### src/rtl/cpu_pkg.sv
// cpu_pkg: shared opcode, ALU function and FSM state encodings for the multi-cycle core
package cpu_pkg;
  typedef enum logic [2:0] {
    S_FETCH  = 3'd0,
    S_DECODE = 3'd1,
    S_EXEC   = 3'd2,
    S_MEM    = 3'd3,
    S_WB     = 3'd4,
    S_HALT   = 3'd5
  } state_t;
  typedef enum logic [2:0] {
    FS_ADD  = 3'd0,
    FS_SUB  = 3'd1,
    FS_SLL  = 3'd2,
    FS_SRL  = 3'd3,
    FS_XOR  = 3'd4,
    FS_AND  = 3'd5,
    FS_OR   = 3'd6,
    FS_PASS = 3'd7
  } fs_t;
  localparam logic [3:0] OP_RNW  = 4'h0;
  localparam logic [3:0] OP_HALT = 4'h1;
  localparam logic [3:0] OP_LD   = 4'h2;
  localparam logic [3:0] OP_ST   = 4'h4;
  localparam logic [3:0] OP_ADDI = 4'h5;
  localparam logic [3:0] OP_ANDI = 4'h6;
  localparam logic [3:0] OP_ORI  = 4'h7;
  localparam logic [3:0] OP_BEQ  = 4'h8;
  localparam logic [3:0] OP_BNE  = 4'h9;
  localparam logic [3:0] OP_JMP  = 4'hA;
  localparam logic [3:0] OP_R    = 4'hF;
endpackage

### src/rtl/cpu_regfile.sv
// cpu_regfile: 8 x DW register file, two asynchronous read ports, one synchronous write port
module cpu_regfile #(
  parameter int DW = 8
) (
  input  logic          CLK,
  input  logic          RESET_L,
  input  logic [2:0]    ra_sel,
  input  logic [2:0]    rb_sel,
  input  logic          we,
  input  logic [2:0]    wa,
  input  logic [DW-1:0] wd,
  output logic [DW-1:0] ra,
  output logic [DW-1:0] rb
);
  logic [DW-1:0] r [8];
  // single write port; R0 is an ordinary register
  always_ff @(posedge CLK or negedge RESET_L)
    if (!RESET_L)
      for (int i = 0; i < 8; i++) r[i] <= '0;
    else if (we)
      r[wa] <= wd;
  assign ra = r[ra_sel];
  assign rb = r[rb_sel];
endmodule

### src/rtl/multicycle_cpu.sv
// multicycle_cpu: multi-cycle 16-bit-instruction core with handshaked instruction and data ports
module multicycle_cpu
  import cpu_pkg::*;
#(
  parameter int DW      = 8,
  parameter int AW      = 8,
  parameter int PC_STEP = 2
) (
  input  logic          CLK,
  input  logic          RESET_L,
  input  logic          EN_L,
  output logic          IREQ,
  output logic [AW-1:0] IADDR,
  input  logic [15:0]   IIN,
  input  logic          IVALID,
  output logic          DREQ,
  output logic          DWE,
  output logic [AW-1:0] DADDR,
  output logic [DW-1:0] DOUT,
  input  logic [DW-1:0] DIN,
  input  logic          DVALID,
  output logic [AW-1:0] PC,
  output logic [2:0]    STATE,
  output logic          HALTED
);
  state_t        state;
  fs_t           fn;
  logic [15:0]   ir;
  logic [3:0]    op;
  logic [DW-1:0] a, b, imm, y, opb, res, ra, rb;
  logic [AW-1:0] npc, seq_pc, br_pc;
  logic          wr, take;
  logic [2:0]    wa;
  assign op     = ir[15:12];
  assign wr     = op == OP_R || op == OP_LD || op == OP_ADDI || op == OP_ANDI || op == OP_ORI;
  assign wa     = op == OP_R ? ir[5:3] : ir[8:6];
  assign opb    = op == OP_R || op == OP_RNW ? b : imm;
  assign fn     = op == OP_ADDI ? FS_ADD : op == OP_ANDI ? FS_AND : op == OP_ORI ? FS_OR : fs_t'(ir[2:0]);
  assign take   = op == OP_JMP || (op == OP_BEQ && a == b) || (op == OP_BNE && a != b);
  assign seq_pc = PC + AW'(PC_STEP);
  assign br_pc  = seq_pc + (AW'($signed(ir[5:0])) << 1);
  cpu_regfile #(.DW(DW)) u_rf (
    .CLK    (CLK),
    .RESET_L(RESET_L),
    .ra_sel (ir[11:9]),
    .rb_sel (ir[8:6]),
    .we     (state == S_WB && wr),
    .wa     (wa),
    .wd     (y),
    .ra     (ra),
    .rb     (rb)
  );
  // ALU; immediate ops reuse it with IMM as the second operand
  always_comb
    case (fn)
      FS_ADD:  res = a + opb;
      FS_SUB:  res = a - opb;
      FS_SLL:  res = {a[DW-2:0], 1'b0};
      FS_SRL:  res = {1'b0, a[DW-1:1]};
      FS_XOR:  res = a ^ opb;
      FS_AND:  res = a & opb;
      FS_OR:   res = a | opb;
      default: res = a;
    endcase
  // sequencer: fetch, decode, execute, optional memory access, write-back; HALT is terminal
  always_ff @(posedge CLK or negedge RESET_L)
    if (!RESET_L) begin
      state <= S_FETCH;
      PC    <= '0;
      ir    <= '0;
      a     <= '0;
      b     <= '0;
      imm   <= '0;
      y     <= '0;
      npc   <= '0;
    end else
      case (state)
        S_FETCH:
          if (IREQ && IVALID) begin
            ir    <= IIN;
            state <= S_DECODE;
          end
        S_DECODE: begin
          a     <= ra;
          b     <= rb;
          imm   <= DW'($signed(ir[5:0]));
          state <= S_EXEC;
        end
        S_EXEC: begin
          y     <= res;
          npc   <= take ? br_pc : seq_pc;
          state <= op == OP_LD || op == OP_ST ? S_MEM : op == OP_HALT ? S_HALT : S_WB;
        end
        S_MEM:
          if (DVALID) begin
            y     <= DWE ? y : DIN;
            state <= S_WB;
          end
        S_WB: begin
          PC    <= npc;
          state <= S_FETCH;
        end
        default: state <= state;
      endcase
  assign IREQ   = state == S_FETCH && !EN_L && RESET_L;
  assign IADDR  = PC;
  assign DREQ   = state == S_MEM;
  assign DWE    = DREQ && op == OP_ST;
  assign DADDR  = AW'(a + imm);
  assign DOUT   = b;
  assign STATE  = state;
  assign HALTED = state == S_HALT;
endmodule

### config.mk
export PLATFORM = sky130hd
export DESIGN_NAME = multicycle_cpu
export DESIGN_NICKNAME = d
export VERILOG_FILES = /design/src/rtl/cpu_pkg.sv /design/src/rtl/cpu_regfile.sv /design/src/rtl/multicycle_cpu.sv
export SDC_FILE = /design/constraint.sdc
export NUM_CORES = 1
export LEC_CHECK = 0
export ABC_CLOCK_PERIOD_IN_PS = 3500
export BUFFER_PORTS_ARGS = -buffer_cell sky130_fd_sc_hd__buf_2
export CORE_UTILIZATION = 35
export CTS_BUF_LIST = sky130_fd_sc_hd__clkbuf_16
export DETAILED_ROUTE_END_ITERATION = 10
export PLACE_DENSITY_LB_ADDON = 0.3
export REMOVE_ABC_BUFFERS = 1
export SYNTH_ARGS = -nofsm -noshare
export SYNTH_HDL_FRONTEND = slang
export SYNTH_HIERARCHICAL = 1
export SYNTH_SLANG_ARGS = --single-unit
### constraint.sdc
create_clock -name CLK -period 3.5 [get_ports CLK]
set_clock_uncertainty 0.1 [all_clocks]
set_input_delay 0.35 -clock CLK [delete_from_list [all_inputs] [get_ports CLK]]
set_output_delay 0.35 -clock CLK [all_outputs]
set_load 0.005 [all_outputs]
Yosys cells after proc, flatten, opt, wreduce, memory -nomap -nowiden. Cells that the tools add are included.

Bits in registers: 129. Bits of input ports: 29. Output and inout bits: 39. Logic and storage cells: 106.

Add/sub/neg operators: 5. Magnitude comparators: 4. Equal/unequal tests: 26. Multiplexer cells: 24. Bitwise operators: 6. Reduce and logical (&&, ||, !) cells: 25.

Operators with widths (number): two-way mux 8 bit (9); bitwise mux 64 bit (1); one-hot mux 8 bit (7 select lines) (1); binary-select mux 8 bit (select 3 bit) (2); adder 8 bit (3); demux 8 bit (select 3 bit) (1); two-way mux 3 bit (7); == test 4 x 3 -> 1 bit (second input constant) (4); == test 4 bit (second input constant) (4); one-hot mux 8 bit (2 select lines) (1); == test 3 bit (second input constant) (5); one-hot mux 3 bit (5 select lines) (1); == test 3 x 2 -> 1 bit (second input constant) (4); >= comparator 4 bit (second input constant) (3); inverter 3 -> 4 bit (3); adder 8 x 2 -> 8 bit (second input constant) (1); AND 8 bit (1); == test 8 bit (1); logical AND 1 bit (8); logical OR 1 bit (8); inequality test 8 bit (1); OR 8 bit (1); subtractor 8 bit (1); XOR 8 bit (1); 14 further kinds (18).

Logic depth before layout (Yosys ltp). Gate-level depths: netlist of run 1.

Depth in word-level cells: 8. Gate-level depth with buffers: 17. Depth with buffers taken out: 15.

Modules after synthesis. The synthesis of run 1 kept the hierarchy.

By module, submodules not included: multicycle_cpu (instances 1, cells each 542, area an instance 4937.2 sq um, seq. area each 1626.6 sq um); cpu_regfile (instances 1, cells each 201, area an instance 3539.6 sq um, seq. area each 1601.5 sq um).

Worst setup path after synthesis of run 1. No wires, ideal clock.

Path kind: reg2reg. From: register ir[12]. To: register y[5]. Arrival: 3.057 ns. Setup slack: 0.213 ns. Cell stages (with the launch flop): 16. Buffers on the path: 2. Path through: dfrtp_1 > buf_2 > buf_4 > nand3_1 > o22ai_1 > a211oi_2 > nand2_1 > xnor2_1 > inv_1 > ha_1 > a21o_1 > a21oi_1 > o21ai_0 > or3_1 > a311oi_1 > nor4_1.

Word-level cells in the longest chain between the ends: 7. Elaborated cells on any way between the ends: 28. Classes of those cells: add/sub: 2; eq/ne: 12; mux: 6; bitwise: 3; reduce/logical: 5.

RTL lines: start, declared (line multicycle_cpu.sv:28) `logic [15:0] ir;`; start signal, assigned (line multicycle_cpu.sv:70) `ir <= '0;`; start signal, assigned (line multicycle_cpu.sv:80) `ir <= IIN;`; branches (longest 7 deep; another with subtractor 8 bit); end signal, assigned (line multicycle_cpu.sv:90) `y <= res;`; end signal, assigned (line multicycle_cpu.sv:96) `y <= DWE ? y : DIN;`; end, declared (line multicycle_cpu.sv:30) `logic [DW-1:0] a, b, imm, y, opb, res, ra, rb;`.

Parallel ways; which one is timed is not known. A chain may end at the register's enable or synchronous reset.

Final worst setup path of run 1.
From: register ir[12]. To: register y[6].

Same word-level chain as after synthesis.

==> impl_results.md, run 1 <==
* Outcome: finished, final reports clean
* Hold Startpoint: IIN[11]
* First-pass GRT wire length at 35400 µm
* H-tree levels at 4
* Vias at 6174
* Number of core rows at 56
* Setup crit end kind: flop
* Root Driver: clkbuf_16
* Die Y at 158 µm
* Final hold viol count at 0
* CP startpoint kind: flop
* Initial antenna violation count at 0
* Final WL at 22500 µm
* Synth Register Bits at 129
* GRT overflow at 0
* Cell area after synthesis at 8480 µm²
* Pleak at 4.82 nW
* IO Count at 68
* Post-layout nets at 883
* Most common cell after layout, fill and taps aside: dfrtp_1
* YS warnings at 6
* N_diodes at 0
* Core Util, Final at 0.417
* Clk sinks at 129
* Final setup violation count at 0
* Pre-CTS WS at 45.1 ps
* DRT antenna net count at 0
* EDFF count, synth at 0
* Max-slew headroom at 0.420
* Fin crit share at 0.948
* First-pass DRT Iterations at 4
* Syn_area_per_cell at 11.4 µm²
* Clock-pin slew on the worst setup and hold paths at 60 ps
* Num CTS Buffers at 17
* VDD IR max at 0.000423 V
* Flop2flop setup slack at 180 ps
* Cell area after layout at 9860 µm²
* Power density cells at 1050 nW/µm²
* Die extent in x at 158 µm
* Ys async rst share at 1.00
* Gpl congestion at 0.899
* Total GRT Usage at 0.190
* RSZ-0062 raised after global routing: true
* Top FF cell, synth: dfrtp_1
* Fin crit period at 3320 ps
* Max-Cap Viols at 0
* Setup WS post-layout at 181 ps
* Count of cell types in the netlist at 69
* 1st-iter DRT viols at 421
* Layout cell share with drive strength beyond 1 at 0.338
* HPWL after DPL at 15800 µm
* Port Buffers at 67
* Worst slew pin tran at 870 ps
* Clk_lat worst skew at 440 ps
* Initial core utilization at 0.359
* Vias in the first global route at 6109
* Synth Instances at 743
* Most frequent cells in the layout: 128 x dfrtp_1, 118 x mux2_2, 66 x buf_2
* Hold Slack at 44.5 ps
* Area grow syn2layout at 16.3%
* Pins Over Slew Limit at 0
* Drt wl/cell at 19.6 µm
* Critical path origin: ir[12]$_DFFE_PN0P_
* Required time worst endpoint at 3750 ps
* Register area share after synthesis at 0.381
* Maximum clock rate at 301 MHz
* FF-to-FF Start: ir[12]$_DFFE_PN0P_
* CP Class: flop to flop
* Core area at 23600 µm²
* Number of remaining DRC errors at 0
* Bufs on Longest Clock Path at 2
* Die area at 24800 µm²
* Post-place instance area at 9190 µm²
* Largest net degree at the start of global routing at 69
* TritonCTS clock tree: yes
* Via density per instance at 5.38
* Worst hold path class: primary input to flop
* Critical path arrival at 3570 ps
* CP Max Fanout at 10
[cell usage after synthesis (all sizes together), types with 5 or more instances]
master    n  share of area
dfrtp   129           0.38
mux2    118           0.16
nand2    60          0.027
o21ai    41          0.024
ha       35          0.052
a21oi    33          0.019
mux4     32          0.098
buf      31          0.027
inv      31          0.014
nor2     23          0.010
xnor2    21          0.022
clkbuf   19         0.0084
nor3     14         0.0083
xor2     13          0.013
mux2i    12          0.014
nand2b   10         0.0074
a21o      7         0.0062
nand3     7         0.0041
nor4      7         0.0077
o22ai     7         0.0052
nand3b    6         0.0053
a22oi     5         0.0044
nand4     5         0.0037
nor2b     5         0.0037
or4       5         0.0044
[layer usage]
layer | GRT usage | wire length, µm | vias to the layer above
li1 | - | - | 2915
met1 | 0.261 | 10600 | 3110
met2 | 0.308 | 10800 | 119
met3 | 0.0301 | 723 | 30
met4 | 0.0601 | 361 | 0
met5 | 0 | 0 | -
[per-stage QoR]
stage                     setup TNS [ps]  std cells  total power, mW
final                                  0       1148             10.4
after global routing               -59.6       1148             11.2
after CTS                              0       1146             10.2
after detailed placement               0       1113             8.29
after global placement                 0       1113             8.22
after floorplan                        0        693             6.55
[timing repair]
action	in CTS	in global routing
buffers inserted	0	2
gates resized for setup	1	11
setup endpoints to repair	1	6
hold buffers	1	0
hold endpoints to repair	23	0
pin swaps	0	2
[cell type report]
class                   count  area, µm²
fillers                  2290      13800
flip-flops and latches    129       3230
repair buffers            104        622
well taps                 319        399
inverters                  31        116
clock buffers              17        425
multi-input cells         533       4890
clock inverters            15        171
[cells by family after synthesis]
| kind of cell | after synthesis | synth area share |
|---|---|---|
| AO/OA/AOI/OAI | 134 | 0.102 |
| XOR/XNOR | 34 | 0.0351 |
| adder cells (fa/ha/maj) | 38 | 0.0587 |
| buffers and inverters | 81 | 0.0489 |
| flip-flops | 129 | 0.381 |
| multiplexers | 162 | 0.269 |
| AND/OR/NAND/NOR | 165 | 0.106 |
[worst paths after layout]
check / to / depth (start not counted)
min reg2reg: npc[5]$_DFFE_PN0P_ / 2
max reg2reg: y[6]$_DFFE_PN0P_ / 14
min in group asynchronous: u_rf/r[53]$_DFFE_PN0P_ / 2
max: y[6]$_DFFE_PN0P_ / 14
min: ir[11]$_DFFE_PN0P_ / 2
max in group asynchronous: u_rf/r[26]$_DFFE_PN0P_ / 3
[where the power goes]
part / switching (mW) / internal, mW
clock network: 0.779 / 1.07
logic: 2.95 / 2.80
registers: 0.742 / 2.03
total: 4.48 / 5.90
[worst max-delay path, stage by stage (launching register included)]
cell      delay (ps)
dfrtp_2          460
or4_1            530
a21oi_1          140
a211o_1          180
inv_2             90
xnor2_2          150
buf_4            140
fa_1             420
nor2b_1          190
o21ai_1          110
a21boi_1         210
o21a_1           150
nor3_1            40
nand3b_1         160
a22oi_1          170
[flip-flops by register name (all words and copies together), names as in the netlist]
register and flops:
DOUT 8, a 8, ir 16, STATE 3, y 8, imm 6, IADDR 8, u_rf/r 64
npc 8
Power figures use the tool's default switching activity.
==> run 2, diff against run 1 <==
SYNTH_HIERARCHICAL = unset   (was 1)
==> run 2 against run 1 <==
  * Sequential cell count is the same
  * Global-route usage is 0.13 points higher
  * Clock power about the same
  * Register-to-register slack got worse by 50 ps
  * Largest cell class unchanged
  * Worst hold slack improved by 12 ps
  * Via count shrank 2.5%
  * Non-clock buffer count fell by 1
  * Critical path depth decreased by 1
  * Critical path type unchanged
==> impl_results.md, run 2 <==
* Outcome: finished, final reports clean
* 1st-iter DRT viols at 302
* Vias in the first global route at 6067
* DRT antenna net count at 0
* Worst Hold Depth at 2
* Worst R2R End: y[7]$_DFFE_PN0P_
* Clock-pin slew on the worst setup and hold paths at 60 ps
* Fin crit share at 0.963
* Drt wl/cell at 19.2 µm
* Largest area contributor in the netlist: dfrtp_1
* Most common cell in the netlist: dfrtp_1
* N_diodes at 0
* Gpl congestion at 0.921
* Synth Area in Compound Gates at 0.118
* Post-synth top cells: 129 x dfrtp_1, 92 x mux2_2, 55 x nand2_1
* Power density cells at 353 nW/µm²
* First-pass DRT Iterations at 5
* Clk sinks at 129
* Area grow syn2layout at 17.2%
* Die extent in x at 155 µm
* Setup crit end kind: flop
* Most frequent cells in the layout: 127 x dfrtp_1, 92 x mux2_2, 66 x buf_2
* Cell area after synthesis at 8220 µm²
* Max reg flops at 64
* Max-slew headroom at 0.367
* Worst hold path class: primary input to flop
* Syn_area_per_cell at 11.1 µm²
* Adder-Cell Fraction of Synth Area at 0.0606
* Num CTS Buffers at 17
* GRT overflow at 0
* Register area share after synthesis at 0.393
* Top reg by flops: u_rf.r
* Number of remaining DRC errors at 0
* FF-to-FF Start: ir[13]$_DFFE_PN0P_
* Final WL at 21900 µm
* Required time worst endpoint at 3740 ps
* Total GRT Usage at 0.192
* Placed insts at 1104
* Largest net degree at the start of global routing at 52
* HPWL after DPL at 15500 µm
* Critical path arrival at 3610 ps
* Die Y at 155 µm
* Layout cell share with drive strength beyond 1 at 0.348
* Top FF cell, synth: dfrtp_1
* Post-layout nets at 882
* Max-Cap Viols at 0
* Maximum clock rate at 297 MHz
* Ys async rst share at 1.00
* Worst slew pin tran at 949 ps
* Multiplexer area fraction after synthesis at 0.247
* H-tree levels at 4
* EDFF count, synth at 0
* Hold Startpoint: IIN[9]
* First-pass GRT wire length at 34700 µm
* Regs by FF count: u_rf.r: 64 flops, ir: 16 flops
* Xor/xnor share of the synthesized area at 0.0432
* Main combinational cell family by area after synthesis: multiplexers
* IO Count at 68
* Final Non-Filler Cells at 1140
* Post-Synth Simple-Gate Area at 0.0900
* Pins Over Slew Limit at 0
* Synth Register Bits at 129
* Synth Instances at 737
* Pleak at 4.59 nW
* Bufs on Longest Clock Path at 2
* Number of core rows at 55
* Root Driver: clkbuf_16
* CP Max Fanout at 5
* Count of cell types in the netlist at 70
* Via density per instance at 5.28
* Core area at 22800 µm²
* CP startpoint kind: flop
* Port Buffers at 67
* Initial antenna violation count at 1
* Synth top area cells: dfrtp_1 39%, mux2_2 13%, mux4_2 8.8%, ha_1 5.3%, mux2i_1 2.8%
* Clk_lat worst skew at 420 ps
* Fin crit period at 3370 ps
* YS warnings at 0
* Die area at 24100 µm²
* VDD IR max at 0.000329 V
* Worst r2r path cells at 13
* Final hold viol count at 0
* Vias at 6020
* Final setup violation count at 0
* TritonCTS clock tree: yes
* RSZ-0062 raised after global routing: true
* Initial core utilization at 0.360
* Most common cell after layout, fill and taps aside: dfrtp_1
* CP Class: flop to flop
* TNS Setup at 0 ps
* Post-synth top area share at 0.393
* Hold EP: ir[9]$_DFFE_PN0P_
* Flop2flop setup slack at 130 ps
## run 2: changes by cell type in the layout (fill, tap and decap cells not counted), sizes merged, moves of 7 or more
cell	delta
mux2	-26
nor2	+19
mux2i	+14
a31oi	+12
o21ai	-9
inv	+7
nand2b	-7
## run 2: cell families after synthesis
kind of cell / Yosys count
and+or+nand+nor: 153
AOI/OAI and AO/OA: 143
buffers and inverters: 85
muxes: 150
adders and majority gates: 38
xor gates and xnor gates: 39
DFF: 129
## run 2: what timing repair did
item / 4_1_cts / 5_1_grt
hold buffers: 1 / 0
resized for setup: 0 / 10
setup buffers: 0 / 4
setup endpoints to repair: 0 / 5
endpoints found under the hold margin: 37 / 0
## run 2: how the worst max path moves through the flow
stage                             from          endpoint  depth (start not counted)
finish              ir[13]$_DFFE_PN0P_  y[7]$_DFFE_PN0P_                         13
global route        ir[13]$_DFFE_PN0P_  y[6]$_DFFE_PN0P_                         14
CTS                 ir[13]$_DFFE_PN0P_  y[7]$_DFFE_PN0P_                         13
detailed placement  ir[13]$_DFFE_PN0P_  y[7]$_DFFE_PN0P_                         13
global placement    ir[13]$_DFFE_PN0P_  y[7]$_DFFE_PN0P_                         13
floorplan           ir[12]$_DFFE_PN0P_  y[7]$_DFFE_PN0P_                         13
## run 2: power by group
group	switching, mW	internal (mW)
clock network	0.719	1.13
registers	0.00238	1.49
logic	0.0396	0.0153
## run 2: layout make-up
class                           instances  area (µm²)
Sequential cell                       129        3230
Fill cell                            2205       13200
Multi-Input combinational cell        523        4630
Timing Repair Buffer                  103         614
Clock inverter                         14         181
Inverter                               41         154
Clock buffer                           17         425
Tap cell                              313         392
## run 2: through the flow
stage          setup WS [ps]  instance area, µm²  utilization  hold slack (ps)  power (mW)
6_report                 129                9630        0.421             56.9        3.40
5_1_grt                -31.4                9630        0.421             54.7        3.50
4_1_cts                 48.5                9560        0.418             46.2        3.44
3_5_place_dp            55.5                8940        0.391              197        1.58
3_3_place_gp             116                8940        0.391              195        1.58
2_1_floorplan          -68.6                7970            -            -45.6        1.52
## run 2: metal layers
layer | wire length (µm) | GRT usage | up-vias
li1 | - | - | 2844
met1 | 9770 | 0.248 | 3008
met2 | 10900 | 0.325 | 144
met4 | 373 | 0.0714 | 0
met3 | 905 | 0.0290 | 24
met5 | 0 | 0 | -
## run 2: worst max-delay path, cell delays in order, from the launching register on
cell and delay, ps:
dfrtp_2 420, or2_4 250, o31a_1 410, buf_4 200, mux2i_4 200, xnor2_2 200
inv_1 70, ha_1 260, a21o_1 190, a41o_1 270, nor4_2 140, nor3_1 80
xnor3_1 370, o21ai_1 140
